--- config.mk ---
export PLATFORM = sky130hd
export DESIGN_NAME = voice_alloc_flat
export DESIGN_NICKNAME = d
export VERILOG_FILES = /design/src/rtl/voice_alloc_if.sv /design/src/rtl/voice_alloc.sv /design/src/flat_wrapper.sv
export SDC_FILE = /design/constraint.sdc
export NUM_CORES = 2
export LEC_CHECK = 0
export BUFFER_PORTS_ARGS = -buffer_cell sky130_fd_sc_hd__buf_2
export CORE_MARGIN = 3
export CORE_UTILIZATION = 45
export DETAILED_ROUTE_END_ITERATION = 8
export HOLD_SLACK_MARGIN = 0.08
export SYNTH_ARGS = -nofsm -noshare
export SYNTH_HDL_FRONTEND = slang
export SYNTH_SLANG_ARGS = --single-unit
--- constraint.sdc ---
create_clock -name clk96 -period 27.6 [get_ports clk96]
set_input_delay 2.76 -clock clk96 [delete_from_list [all_inputs] [get_ports clk96]]
set_output_delay 2.76 -clock clk96 [all_outputs]
set_load 0.1 [all_outputs]
--- src/rtl/voice_alloc_if.sv ---
// ---------------------------------------------------------------------------
// voice_alloc_if
// Bundles the voice allocator's event input, voice-done return path, issued
// event outputs and debug observation signals.
//
//   ev_valid / ev_ready        parsed MIDI event handshake
//   ev_type, ev_channel,       event payload (type 0 on, 1 off, 2 key
//   ev_data1, ev_data2         pressure, 3 pitch wheel)
//   voice_done_valid/_addr     slot-free reports from synth2
//   note_pressed, note_released,
//   note_keypress, pitch_wheel one-cycle pulses towards synth2
//   note, velocity, channel,
//   addr                       event fields, stable between issues
//   ev_dropped                 one-cycle pulse: event produced no output
//   active_count               number of active slots
//   dbg_state, dbg_steal_ptr   FSM state and steal pointer, for observation
//
// master = event source / synth side (testbench), slave = allocator.
// ---------------------------------------------------------------------------
interface voice_alloc_if #(
  parameter int ADDR_W = 8
);
  logic              ev_valid;
  logic              ev_ready;
  logic [1:0]        ev_type;
  logic [3:0]        ev_channel;
  logic [6:0]        ev_data1;
  logic [6:0]        ev_data2;
  logic              voice_done_valid;
  logic [ADDR_W-1:0] voice_done_addr;
  logic              note_pressed;
  logic              note_released;
  logic              note_keypress;
  logic              pitch_wheel;
  logic [6:0]        note;
  logic [6:0]        velocity;
  logic [3:0]        channel;
  logic [ADDR_W-1:0] addr;
  logic              ev_dropped;
  logic [ADDR_W:0]   active_count;
  logic [1:0]        dbg_state;
  logic [ADDR_W-1:0] dbg_steal_ptr;

  modport master (
    output ev_valid, ev_type, ev_channel, ev_data1, ev_data2,
    output voice_done_valid, voice_done_addr,
    input  ev_ready, note_pressed, note_released, note_keypress, pitch_wheel,
    input  note, velocity, channel, addr, ev_dropped, active_count,
    input  dbg_state, dbg_steal_ptr
  );

  modport slave (
    input  ev_valid, ev_type, ev_channel, ev_data1, ev_data2,
    input  voice_done_valid, voice_done_addr,
    output ev_ready, note_pressed, note_released, note_keypress, pitch_wheel,
    output note, velocity, channel, addr, ev_dropped, active_count,
    output dbg_state, dbg_steal_ptr
  );
endinterface

--- src/rtl/voice_alloc.sv ---
// ---------------------------------------------------------------------------
// voice_alloc
// Polyphonic voice allocator between the MIDI event parser and synth2.
// Maps channel/note events to voice slots, retriggers held notes, steals a
// slot round-robin when every slot is busy, and frees slots when synth2
// reports a voice finished.
//
// Ports:
//   clk96  system clock
//   rst    asynchronous, active-high reset
//   bus    voice_alloc_if.slave (event in, voice-done in, issued events out)
//
// Handshake: an event is accepted on a clock edge where ev_valid and ev_ready
// are both 1. ev_ready is only high in IDLE and drops the cycle after accept;
// it returns the cycle after the issue pulse. ev_valid may change freely while
// ev_ready is low.
//
// Timing: a scanned event is accepted at C, entries 0..VOICES-1 are examined
// in cycles C+1..C+VOICES, and the decision is registered at the end of the
// last scan cycle so the output pulse is visible in the ISSUE cycle,
// C+VOICES+1. Pitch wheel skips the scan; its pulse is registered on the
// accept edge and is visible at C+1.
// ---------------------------------------------------------------------------
module voice_alloc #(
  parameter int VOICES = 64,
  parameter int ADDR_W = 8
) (
  input logic          clk96,
  input logic          rst,
  voice_alloc_if.slave bus
);

  localparam int                IDX_W = (VOICES > 1) ? $clog2(VOICES) : 1;
  localparam logic [ADDR_W-1:0] LAST  = ADDR_W'(VOICES - 1);
  localparam logic [ADDR_W:0]   NUM_V = (ADDR_W + 1)'(VOICES);

  localparam logic [1:0] EV_ON  = 2'd0;
  localparam logic [1:0] EV_OFF = 2'd1;
  localparam logic [1:0] EV_KP  = 2'd2;
  localparam logic [1:0] EV_PW  = 2'd3;

  typedef enum logic [1:0] {
    ST_IDLE  = 2'd0,
    ST_SCAN  = 2'd1,
    ST_ISSUE = 2'd2
  } state_t;

  state_t r_state;
  state_t w_state_next;

  // Latched event
  logic [1:0]        r_ev_type;
  logic [3:0]        r_ev_ch;
  logic [6:0]        r_ev_note;
  logic [6:0]        r_ev_vel;

  // Scan bookkeeping
  logic [ADDR_W-1:0] r_idx;
  logic              r_have_match;
  logic              r_have_free;
  logic [IDX_W-1:0]  r_match_idx;
  logic [IDX_W-1:0]  r_free_idx;
  logic [ADDR_W-1:0] r_steal;

  // Slot table
  logic              r_active [VOICES];
  logic              r_held   [VOICES];
  logic [3:0]        r_ch     [VOICES];
  logic [6:0]        r_nt     [VOICES];

  logic [ADDR_W:0]   r_count;
  logic              r_ready;

  // Registered outputs
  logic              r_pressed;
  logic              r_released;
  logic              r_keypress;
  logic              r_pitch;
  logic              r_dropped;
  logic [6:0]        r_note;
  logic [6:0]        r_vel;
  logic [3:0]        r_chan;
  logic [ADDR_W-1:0] r_addr;

  // Combinational decision signals
  logic              w_accept;
  logic              w_scan_last;
  logic [IDX_W-1:0]  w_cur;
  logic              w_cur_match;
  logic              w_cur_free;
  logic              w_fin_has_match;
  logic              w_fin_has_free;
  logic [IDX_W-1:0]  w_fin_match;
  logic [IDX_W-1:0]  w_fin_free;
  logic              w_free_hit;
  logic [IDX_W-1:0]  w_free_idx;
  logic              w_match_live;

  logic              w_wr_on;
  logic              w_wr_off;
  logic [IDX_W-1:0]  w_wr_idx;
  logic              w_steal_adv;
  logic              w_p_pressed;
  logic              w_p_released;
  logic              w_p_keypress;
  logic              w_p_pitch;
  logic              w_p_dropped;
  logic [6:0]        w_note_n;
  logic [6:0]        w_vel_n;
  logic [3:0]        w_chan_n;
  logic [ADDR_W-1:0] w_addr_n;
  logic              w_set;
  logic              w_clr;

  assign w_accept    = bus.ev_valid & r_ready;
  assign w_scan_last = (r_state == ST_SCAN) && (r_idx == LAST);
  assign w_cur       = r_idx[IDX_W-1:0];

  assign w_cur_match = r_active[w_cur] & r_held[w_cur] &
                       (r_ch[w_cur] == r_ev_ch) & (r_nt[w_cur] == r_ev_note);
  assign w_cur_free  = ~r_active[w_cur];

  // Fold the entry being scanned this cycle into the recorded results so the
  // final scan cycle can also make the issue decision.
  assign w_fin_has_match = r_have_match | w_cur_match;
  assign w_fin_match     = r_have_match ? r_match_idx : w_cur;
  assign w_fin_has_free  = r_have_free | w_cur_free;
  assign w_fin_free      = r_have_free ? r_free_idx : w_cur;

  // Frees of addresses outside the managed range are ignored.
  assign w_free_hit = bus.voice_done_valid & ({1'b0, bus.voice_done_addr} < NUM_V);
  assign w_free_idx = bus.voice_done_addr[IDX_W-1:0];

  // A match only counts if the slot has not been freed since it was scanned,
  // including by a free arriving in the decision cycle itself.
  assign w_match_live = w_fin_has_match & r_active[w_fin_match] &
                        ~(w_free_hit & (w_free_idx == w_fin_match));

  // -------------------------------------------------------------------------
  // FSM: state register
  // -------------------------------------------------------------------------
  always_ff @(posedge clk96 or posedge rst) begin
    if (rst) begin
      r_state <= ST_IDLE;
    end else begin
      r_state <= w_state_next;
    end
  end

  // -------------------------------------------------------------------------
  // FSM: next state
  // -------------------------------------------------------------------------
  always_comb begin
    w_state_next = r_state;
    case (r_state)
      ST_IDLE: begin
        if (w_accept) begin
          w_state_next = (bus.ev_type == EV_PW) ? ST_ISSUE : ST_SCAN;
        end
      end
      ST_SCAN: begin
        if (w_scan_last) begin
          w_state_next = ST_ISSUE;
        end
      end
      ST_ISSUE: w_state_next = ST_IDLE;
      default:  w_state_next = ST_IDLE;
    endcase
  end

  // -------------------------------------------------------------------------
  // FSM: outputs and table actions (registered below)
  // -------------------------------------------------------------------------
  always_comb begin
    w_wr_on      = 1'b0;
    w_wr_off     = 1'b0;
    w_wr_idx     = '0;
    w_steal_adv  = 1'b0;
    w_p_pressed  = 1'b0;
    w_p_released = 1'b0;
    w_p_keypress = 1'b0;
    w_p_pitch    = 1'b0;
    w_p_dropped  = 1'b0;
    w_note_n     = r_note;
    w_vel_n      = r_vel;
    w_chan_n     = r_chan;
    w_addr_n     = r_addr;

    if ((r_state == ST_IDLE) && w_accept && (bus.ev_type == EV_PW)) begin
      // Pitch wheel is not tied to a slot: addr keeps its last value.
      w_p_pitch = 1'b1;
      w_note_n  = bus.ev_data1;
      w_vel_n   = bus.ev_data2;
      w_chan_n  = bus.ev_channel;
    end else if (w_scan_last) begin
      case (r_ev_type)
        EV_ON: begin
          w_wr_on = 1'b1;
          if (w_match_live) begin
            w_wr_idx = w_fin_match;
          end else if (w_fin_has_free) begin
            w_wr_idx = w_fin_free;
          end else begin
            w_wr_idx    = r_steal[IDX_W-1:0];
            w_steal_adv = 1'b1;
          end
          w_p_pressed = 1'b1;
          w_note_n    = r_ev_note;
          w_vel_n     = r_ev_vel;
          w_chan_n    = r_ev_ch;
          w_addr_n    = ADDR_W'(w_wr_idx);
        end
        EV_OFF: begin
          if (w_match_live) begin
            w_wr_off     = 1'b1;
            w_wr_idx     = w_fin_match;
            w_p_released = 1'b1;
            w_note_n     = r_ev_note;
            w_vel_n      = r_ev_vel;
            w_chan_n     = r_ev_ch;
            w_addr_n     = ADDR_W'(w_fin_match);
          end else begin
            w_p_dropped = 1'b1;
          end
        end
        EV_KP: begin
          if (w_match_live) begin
            w_p_keypress = 1'b1;
            w_note_n     = r_ev_note;
            w_vel_n      = r_ev_vel;
            w_chan_n     = r_ev_ch;
            w_addr_n     = ADDR_W'(w_fin_match);
          end else begin
            w_p_dropped = 1'b1;
          end
        end
        default: w_p_dropped = 1'b1;
      endcase
    end
  end

  // active_count moves only on real transitions of an entry's active bit.
  // A note-on landing on a slot that is freed in the same cycle keeps it
  // active, so neither a set nor a clear is counted there.
  assign w_set = w_wr_on & ~r_active[w_wr_idx];
  assign w_clr = w_free_hit & r_active[w_free_idx] &
                 ~(w_wr_on & (w_wr_idx == w_free_idx));

  // -------------------------------------------------------------------------
  // Event latch and scan bookkeeping
  // -------------------------------------------------------------------------
  always_ff @(posedge clk96 or posedge rst) begin
    if (rst) begin
      r_ev_type    <= EV_ON;
      r_ev_ch      <= '0;
      r_ev_note    <= '0;
      r_ev_vel     <= '0;
      r_idx        <= '0;
      r_have_match <= 1'b0;
      r_have_free  <= 1'b0;
      r_match_idx  <= '0;
      r_free_idx   <= '0;
    end else if (w_accept) begin
      // Note-on with zero velocity is a note-off by MIDI convention.
      r_ev_type    <= ((bus.ev_type == EV_ON) && (bus.ev_data2 == 7'd0)) ? EV_OFF : bus.ev_type;
      r_ev_ch      <= bus.ev_channel;
      r_ev_note    <= bus.ev_data1;
      r_ev_vel     <= bus.ev_data2;
      r_idx        <= '0;
      r_have_match <= 1'b0;
      r_have_free  <= 1'b0;
    end else if ((r_state == ST_SCAN) && !w_scan_last) begin
      if (w_cur_match && !r_have_match) begin
        r_have_match <= 1'b1;
        r_match_idx  <= w_cur;
      end
      if (w_cur_free && !r_have_free) begin
        r_have_free <= 1'b1;
        r_free_idx  <= w_cur;
      end
      r_idx <= r_idx + 1'b1;
    end
  end

  // -------------------------------------------------------------------------
  // Slot table. The issue write comes after the free so it wins on collision.
  // -------------------------------------------------------------------------
  always_ff @(posedge clk96 or posedge rst) begin
    if (rst) begin
      for (int i = 0; i < VOICES; i++) begin
        r_active[i] <= 1'b0;
        r_held[i]   <= 1'b0;
        r_ch[i]     <= '0;
        r_nt[i]     <= '0;
      end
    end else begin
      if (w_free_hit) begin
        r_active[w_free_idx] <= 1'b0;
        r_held[w_free_idx]   <= 1'b0;
      end
      if (w_wr_on) begin
        r_active[w_wr_idx] <= 1'b1;
        r_held[w_wr_idx]   <= 1'b1;
        r_ch[w_wr_idx]     <= r_ev_ch;
        r_nt[w_wr_idx]     <= r_ev_note;
      end
      if (w_wr_off) begin
        r_held[w_wr_idx] <= 1'b0;
      end
    end
  end

  // -------------------------------------------------------------------------
  // Counters, handshake and output registers
  // -------------------------------------------------------------------------
  always_ff @(posedge clk96 or posedge rst) begin
    if (rst) begin
      r_count    <= '0;
      r_steal    <= '0;
      r_ready    <= 1'b0;
      r_pressed  <= 1'b0;
      r_released <= 1'b0;
      r_keypress <= 1'b0;
      r_pitch    <= 1'b0;
      r_dropped  <= 1'b0;
      r_note     <= '0;
      r_vel      <= '0;
      r_chan     <= '0;
      r_addr     <= '0;
    end else begin
      r_count <= r_count + (ADDR_W + 1)'(w_set) - (ADDR_W + 1)'(w_clr);
      if (w_steal_adv) begin
        r_steal <= (r_steal == LAST) ? '0 : r_steal + 1'b1;
      end
      r_ready    <= (w_state_next == ST_IDLE);
      r_pressed  <= w_p_pressed;
      r_released <= w_p_released;
      r_keypress <= w_p_keypress;
      r_pitch    <= w_p_pitch;
      r_dropped  <= w_p_dropped;
      r_note     <= w_note_n;
      r_vel      <= w_vel_n;
      r_chan     <= w_chan_n;
      r_addr     <= w_addr_n;
    end
  end

  assign bus.ev_ready      = r_ready;
  assign bus.note_pressed  = r_pressed;
  assign bus.note_released = r_released;
  assign bus.note_keypress = r_keypress;
  assign bus.pitch_wheel   = r_pitch;
  assign bus.ev_dropped    = r_dropped;
  assign bus.note          = r_note;
  assign bus.velocity      = r_vel;
  assign bus.channel       = r_chan;
  assign bus.addr          = r_addr;
  assign bus.active_count  = r_count;
  assign bus.dbg_state     = r_state;
  assign bus.dbg_steal_ptr = r_steal;

endmodule
--- src/flat_wrapper.sv ---
// flat-port wrapper written by rule: the top's interface ports become plain ports
module voice_alloc_flat 
#(
  parameter int VOICES = 64,
  parameter int ADDR_W = 8
)
  (clk96, rst, bus_ev_valid, bus_ev_type, bus_ev_channel, bus_ev_data1, bus_ev_data2, bus_voice_done_valid, bus_voice_done_addr, bus_ev_ready, bus_note_pressed, bus_note_released, bus_note_keypress, bus_pitch_wheel, bus_note, bus_velocity, bus_channel, bus_addr, bus_ev_dropped, bus_active_count, bus_dbg_state, bus_dbg_steal_ptr);
  voice_alloc_if #(.ADDR_W(ADDR_W)) bus_i ();
  input logic clk96;
  input logic rst;
  input wire logic [$bits(bus_i.ev_valid)-1:0] bus_ev_valid;
  input wire logic [$bits(bus_i.ev_type)-1:0] bus_ev_type;
  input wire logic [$bits(bus_i.ev_channel)-1:0] bus_ev_channel;
  input wire logic [$bits(bus_i.ev_data1)-1:0] bus_ev_data1;
  input wire logic [$bits(bus_i.ev_data2)-1:0] bus_ev_data2;
  input wire logic [$bits(bus_i.voice_done_valid)-1:0] bus_voice_done_valid;
  input wire logic [$bits(bus_i.voice_done_addr)-1:0] bus_voice_done_addr;
  output wire logic [$bits(bus_i.ev_ready)-1:0] bus_ev_ready;
  output wire logic [$bits(bus_i.note_pressed)-1:0] bus_note_pressed;
  output wire logic [$bits(bus_i.note_released)-1:0] bus_note_released;
  output wire logic [$bits(bus_i.note_keypress)-1:0] bus_note_keypress;
  output wire logic [$bits(bus_i.pitch_wheel)-1:0] bus_pitch_wheel;
  output wire logic [$bits(bus_i.note)-1:0] bus_note;
  output wire logic [$bits(bus_i.velocity)-1:0] bus_velocity;
  output wire logic [$bits(bus_i.channel)-1:0] bus_channel;
  output wire logic [$bits(bus_i.addr)-1:0] bus_addr;
  output wire logic [$bits(bus_i.ev_dropped)-1:0] bus_ev_dropped;
  output wire logic [$bits(bus_i.active_count)-1:0] bus_active_count;
  output wire logic [$bits(bus_i.dbg_state)-1:0] bus_dbg_state;
  output wire logic [$bits(bus_i.dbg_steal_ptr)-1:0] bus_dbg_steal_ptr;
  assign bus_i.ev_valid = bus_ev_valid;
  assign bus_i.ev_type = bus_ev_type;
  assign bus_i.ev_channel = bus_ev_channel;
  assign bus_i.ev_data1 = bus_ev_data1;
  assign bus_i.ev_data2 = bus_ev_data2;
  assign bus_i.voice_done_valid = bus_voice_done_valid;
  assign bus_i.voice_done_addr = bus_voice_done_addr;
  assign bus_ev_ready = bus_i.ev_ready;
  assign bus_note_pressed = bus_i.note_pressed;
  assign bus_note_released = bus_i.note_released;
  assign bus_note_keypress = bus_i.note_keypress;
  assign bus_pitch_wheel = bus_i.pitch_wheel;
  assign bus_note = bus_i.note;
  assign bus_velocity = bus_i.velocity;
  assign bus_channel = bus_i.channel;
  assign bus_addr = bus_i.addr;
  assign bus_ev_dropped = bus_i.ev_dropped;
  assign bus_active_count = bus_i.active_count;
  assign bus_dbg_state = bus_i.dbg_state;
  assign bus_dbg_steal_ptr = bus_i.dbg_steal_ptr;
  voice_alloc #(.VOICES(VOICES), .ADDR_W(ADDR_W)) u_core (.clk96(clk96), .rst(rst), .bus(bus_i));
endmodule
; Word level (Yosys, flattened, before mapping)
; Cells that the tools add are included.
[word_totals]
ff_bits = 925
in_bits = 32
out_inout_bits = 51
elab_cells = 454
[classes]
add_sub_neg = 4
order_cmp = 7
eq_ne = 12
muxes = 92
bitwise = 31
n_reduce_logical = 30
[ops]
columns = cell, count
row1 = $bwmux 448, 1
row2 = $mux 64, 5
row3 = $bwmux 256, 1
row4 = $and 64x64->64, 3
row5 = $not 64->64, 2
row6 = $or 64x64->64, 2
row7 = $mux 7, 9
row8 = $bmux 7 s6, 1
row9 = $demux 7 s6, 1
row10 = $mux 6, 7
row11 = $mux 1, 37
row12 = $mux 8, 4
row13 = $bmux 1 s6, 5
row14 = $ge 7x7->1 const B, 4
row15 = $not 6->7, 4
row16 = $pmux 7 s2, 2
row17 = $bmux 4 s6, 1
row18 = $demux 4 s6, 1
row19 = $mux 4, 6
row20 = $add 8x1->8 const B, 2
row21 = $eq 8x6->1 const B, 2
row22 = $pmux 8 s2, 1
row23 = $lt 7x1->1 const B, 2
row24 = $and 1x1->1, 12
row25 = other kinds (28), 61

; Longest topological paths before layout
[logic_depth]
depth_word = 23
ltp_mapped = 35
depth_no_buf = 28

; Worst setup path after synthesis
; No wires, ideal clock.
[synth_timing]
path_type = input -> register
start = in bus_voice_done_addr[5]
end = reg u_core.r_count[8] (netlist: u_core.bus.active_count[8])
setup_time_ns = 0.128
arrival_time_ns = 7.415
required_time_ns = 27.472
slack_ns = 20.057
stages = 27
path_buffers = 3
cell_sequence = clkbuf_1 -> xnor2_1 -> or4_1 -> nor4_1 -> a21oi_1 -> nand2_1 -> o21ai_4 -> buf_4 -> and3_1 -> o21ai_2 -> nor2_1 -> buf_4 -> a221o_1 -> a21oi_1 -> o32a_1 -> a21o_1 -> ha_1 -> inv_1 -> fa_1 -> inv_1 -> a21oi_1 -> o21ai_0 -> a21oi_1 -> o21bai_1 -> a21o_1 -> a21oi_1 -> xnor2_1
[synth_between]
elab_chain_len = 17
word_cells_on_any_way = 28
classes_between = add/sub (2) / order compare (1) / eq/ne (2) / mux (11) / bitwise (12)
[synth_lines]
columns = item, line_no
row1 = start: declaration, flat_wrapper.sv:17  ; input wire logic [$bits(bus_i.voice_done_addr)-1:0] bus_voice_done_addr;
row2 = $lt 8x7->1, voice_alloc.sv:131  ; assign w_free_hit = bus.voice_done_valid & ({1'b0, bus.voice_done_addr} < NUM_V);
row3 = $and 1x1->1, voice_alloc.sv:131
row4 = $and 1x1->1, voice_alloc.sv:137  ; ~(w_free_hit & (w_free_idx == w_fin_match));
row5 = $not 1->1, voice_alloc.sv:137
row6 = $and 1x1->1, voice_alloc.sv:136  ; assign w_match_live = w_fin_has_match & r_active[w_fin_match] &
row7 = $mux 6 (on tied branches), "voice_alloc.sv:214, voice_alloc.sv:199"
row8 = $pmux 6 s2, voice_alloc.sv:196  ; case (r_ev_type)
row9 = $mux 6, voice_alloc.sv:195  ; end else if (w_scan_last) begin
row10 = $mux 6, voice_alloc.sv:189  ; if ((r_state == ST_IDLE) && w_accept && (bus.ev_type == EV_PW)) begin
row11 = $not 6->7 (not written as such), voice_alloc.sv:245  ; assign w_set = w_wr_on & ~r_active[w_wr_idx];
row12 = $bmux 1 s6, voice_alloc.sv:245
row13 = $mux 1 (not written as such) (2 in a row), voice_alloc.sv:245
row14 = $not 1->1, voice_alloc.sv:245
row15 = $and 1x1->1, voice_alloc.sv:245
row16 = $add 9x1->9, voice_alloc.sv:331  ; r_count <= r_count + (ADDR_W + 1)'(w_set) - (ADDR_W + 1)'(w_clr);
row17 = $sub 9x1->9 *, voice_alloc.sv:331
row18 = end signal: assignment, voice_alloc.sv:331
row19 = end: declaration, voice_alloc.sv:71  ; logic [ADDR_W:0] r_count;
; Mark *: on every way between the ends. The rest lies on a longest branch, timed or not. The select of a mux whose other input is x is not followed.
; A chain may end at the register's enable or synchronous reset.

; Final worst setup path
[layout_timing]
start = reg u_core.r_idx[0]
end = reg u_core.r_count[8] (netlist: u_core.bus.active_count[8])
[layout_between]
elab_chain_len = 22
word_cells_on_any_way = 54
classes_between = add/sub (2) / eq/ne (5) / mux (28) / bitwise (18) / reduce/logical (1)
[layout_lines]
columns = item, line_no
row1 = start: declaration, voice_alloc.sv:58  ; logic [ADDR_W-1:0] r_idx;
row2 = start signal: assignment, voice_alloc.sv:281  ; r_idx <= r_idx + 1'b1;
row3 = $not 6->7 (not written as such), "voice_alloc.sv:119, voice_alloc.sv:120, voice_alloc.sv:121"
row4 = $bmux 4 s6 (tied with other cells), voice_alloc.sv:120  ; (r_ch[w_cur] == r_ev_ch) & (r_nt[w_cur] == r_ev_note);
row5 = $mux 4 (not written as such) (tied with other cells) (2 in a row), voice_alloc.sv:120
row6 = $eq 4x4->1 or $and 1x1->1 (tied branches), "voice_alloc.sv:120, voice_alloc.sv:119"
row7 = $and 1x1->1, voice_alloc.sv:119  ; assign w_cur_match = r_active[w_cur] & r_held[w_cur] &
row8 = $and 1x1->1, voice_alloc.sv:120
row9 = $or 1x1->1, voice_alloc.sv:125  ; assign w_fin_has_match = r_have_match | w_cur_match;
row10 = $and 1x1->1 (2 in a row), voice_alloc.sv:136
row11 = [... 3 more ...], n/a
row12 = $mux 6, voice_alloc.sv:189
row13 = $not 6->7 (not written as such), voice_alloc.sv:245
row14 = $bmux 1 s6, voice_alloc.sv:245
row15 = $mux 1 (not written as such) (2 in a row), voice_alloc.sv:245
row16 = $not 1->1, voice_alloc.sv:245
row17 = $and 1x1->1, voice_alloc.sv:245
row18 = $add 9x1->9, voice_alloc.sv:331
row19 = $sub 9x1->9 *, voice_alloc.sv:331
; Marked as above.

==> summary.md <==
| Metric | Value |
|---|---|
| Max-Cap Viols | `0` |
| Placer congestion estimate | `just under 1` |
| Seq/Total Area, Yosys | `0.5091` |
| Most common cell after layout, fill and taps aside | `dfrtp_1` |
| IO Pins | `between 80 and 90` |
| Resized Gates After CTS | `0` |
| Pins Over Slew Limit | `0` |
| Cts hold-fix bufs | `0` |
| Iter 0 DRT Violations | `~2.8k` |
| # DRC | `0` |
| H-tree depth | `3` |
| Core area | `a little under 100000 µm²` |
| Critical Path Sink Type | `register` |
| Reg power frac | `0.371` |
| Cell Count Post-Placement | `between 4k and 5k` |
| Via count | `roughly 31k` |
| Clock power frac | `0.347` |
| First-pass GRT wire length | `about 220000 µm` |
| VDD IR max | `~0.074 mV` |
| Largest net degree at the start of global routing | `164` |
| Min Tclk post-route | `just under 10 ns` |
| Fin crit share | `0.3510` |
| Gate Count Post-Synth | `approximately 3.4k` |
| GRT Total Usage | `0.2853` |
| RSZ-0062 raised after global routing | `false` |
| Yosys reg bits | `923` |
| Combinational Power Share | `0.282` |
| Die X-Extent | `around 320 µm` |
| Post-CTS Setup Repair Bufs | `0` |
| Clock Path Buffers | `3` |
| Syn_area_per_cell | `approximately 13 µm²` |
| Post-synth top flop | `dfrtp_1` |
| Most frequent cells in the layout | `dfrtp_1 (907), mux2_2 (536), nand2_1 (255), mux4_2 (217), mux2_1 (186)` |
| Post-synth EDFFs | `0` |
| Net Sw Power | `1.487 mW` |
| Crit path max fanout | `96` |
| Final setup TNS | `0 ns` |
| Rows | `between 100 and 150` |
| Crit path DAT | `between 10 and 15 ns` |
| Fmax achieved | `about 100 MHz` |
| Initial antenna violation count | `2` |
| Outcome | `complete, no violations` |
| CTS tree | `yes` |
| Switching share of power | `0.3743` |
| Skew-Pair Late Insertion Delay | `0.70 ns` |
| Fraction of registers with async set/reset | `1.000` |
| Endpoints failing setup | `0` |
| Final WL | `between 100000 and 150000 µm` |
| HPWL Detailed | `95590 µm` |
| Synth cell types | `91` |
| Cell repeated most along the worst path | `a21oi_1` |
| Worst hold path class | `register to register` |
| Layout fillers | `between 8k and 9k` |
| CP startpoint kind | `register` |
| Syn. warnings | `0` |
| Global route overflow | `0` |
| Area grow syn2layout | `10.52%` |
| Final Non-Filler Cells | `around 4.7k` |
| Vias in the first global route | `about 32k` |
| Final net count | `between 3k and 4k` |
| Share of cells above drive strength 1 | `0.3435` |
| Slew headroom | `0.1451` |
| Root Driver | `clkbuf_16` |
| Least-Margin Pin Slew | `between 1 and 1.5 ns` |
| Final Hold Fails | `0` |
| Antenna viol nets, final | `0` |
| Worst path required time | `~28 ns` |
| Num CTS Buffers | `100` |
| Drt first pass iters | `5` |
| Leakage | `~24 nW` |
| Vias per cell | `approximately 6.5` |
| Initial core utilization | `0.4577` |
| Die height | `between 300 and 400 µm` |
| Crit path kind | `register to register` |
| Mapped cell area | `45370 µm²` |
| Die area | `approximately 100000 µm²` |
| Internal | `about 2.5 mW` |
| Clk sinks | `slightly above 900` |
| CTS clk-pin slew, worst paths | `approximately 0.060 ns` |
| Slowest stage delay, CP | `about 0.95 ns` |
| Clock Skews | `between 0.03 and 0.04 ns` |
| Power per cell area | `roughly 80 nW/µm²` |
| Buffers on Ports | `80` |
| WL/cell | `31.32 µm` |
| Slowest-stage cell, CP | `nor4_1` |
## path summary, 6_finish.rpt
path / from / endpoint / slack (ns) / depth (start not counted)
max: u_core.r_idx[0] / u_core.bus.active_count[8] / 17.91 / 28
min: u_core.bus.channel[0] / u_core.bus.channel[0] / 0.47 / 2
max reg2reg: u_core.r_idx[0] / u_core.bus.active_count[8] / 17.91 / 28
min reg2reg: u_core.bus.channel[0] / u_core.bus.channel[0] / 0.47 / 2
max in group asynchronous: rst / u_core.r_ch[162] / 21.43 / 7
min in group asynchronous: rst / u_core.r_nt[105] / 2.37 / 3
## layer usage
layer,global-route usage,wire (µm)
met1,0.3845,61220
met2,0.4473,68570
met3,0.05796,11040
met4,0.1323,7465
met5,0,0
## power groups by stage
stage	Combinational [mW]	Clock [mW]	Sequential, mW
2_1_floorplan	0.661	0	1.60
3_3_place_gp	1.11	0	1.49
3_5_place_dp	1.13	0	1.50
4_1_cts	1.13	1.40	1.47
5_1_grt	1.19	1.45	1.48
6_report	1.12	1.38	1.47
## final cells by class
cell class,instances,area [µm²],area share
diodes,1,2.502,0.00004990
clock buffers,142,2882,0.05746
repair buffers,162,1054,0.02101
inverters,34,131.4,0.002620
clock inverters,42,488.0,0.009731
flip-flops and latches,923,23120,0.4611
well taps,1287,1610,0.03211
multi-input cells,2144,20860,0.4159
## synth_stat cells (10+ instances only)
library cell	n	area, µm²
a21o_1	22	165.2
a21oi_1	85	425.4
a22oi_1	83	623.1
a31oi_1	12	75.07
and2_1	14	87.58
and3_1	24	150.1
buf_1	22	82.58
buf_2	100	500.5
buf_4	29	217.7
clkbuf_1	148	555.5
dfrtp_1	923	23100
ha_1	15	187.7
inv_1	31	116.4
mux2_1	186	2095
mux2_2	536	6036
mux2i_1	90	900.9
mux4_2	217	4887
nand2_1	255	957.2
nand2b_1	17	106.4
nand3_1	34	170.2
nand4_1	25	156.4
nand4_2	17	212.7
nor2_1	70	262.8
nor2b_1	23	143.9
nor3_1	11	55.05
nor3_2	18	180.2
nor4_1	10	62.56
o21a_1	13	97.59
o21ai_0	135	675.7
o221ai_1	13	113.9
o22ai_1	36	225.2
xnor2_1	29	254.0
## flip-flops by register name, summed over array words and instances, names as in the netlist, 4 cells and up
signal and cells:
u_core.bus.dbg_steal_ptr 8, u_core.r_nt 448, u_core.r_idx 8, u_core.r_ev_vel 7
u_core.bus.addr 6, u_core.bus.note 7, u_core.r_ev_ch 4, u_core.r_held 64
u_core.r_ev_note 7, u_core.r_match_idx 6, u_core.bus.velocity 7, u_core.r_ch 256
u_core.bus.channel 4, u_core.bus.active_count 9, u_core.r_free_idx 6, u_core.r_active 64
## logic make-up (layout without fill, tap and decap cells)
kind of cell	after synthesis	in the layout	synth area share
other cells	1	3	0.00008265
compound gates	486	486	0.07010
flops	923	923	0.5091
xor+xnor	37	37	0.007142
simple gates	574	574	0.06759
mux	1029	1029	0.3068
fa+ha+maj	16	16	0.004578
buf+inv	341	380	0.03469
## critical path: cells and delay by family (launching register included)
family	cells	cell delay (ns)
AOI/OAI and AO/OA	15	3.31
xor gates and xnor gates	2	0.48
adders and majority gates	2	0.67
buffers and inverters	4	1.52
DFF	1	0.68
muxes	2	0.74
and+or+nand+nor	3	1.92
## through the flow
step                      setup WS, ns  total power [mW]  hold slack [ns]    util  area (µm²)
after floorplan                  12.14             2.265           0.4446       -       45380
after global placement           17.88             2.603           0.4522  0.4718       46770
after detailed placement         17.91             2.622           0.4565  0.4718       46770
after CTS                        17.85             3.998           0.4715  0.5058       50140
after global routing             17.24             4.120           0.4945  0.5058       50140
final                            17.91             3.972           0.4666  0.5058       50150
No activity file was read; power rests on OpenSTA's default activity.
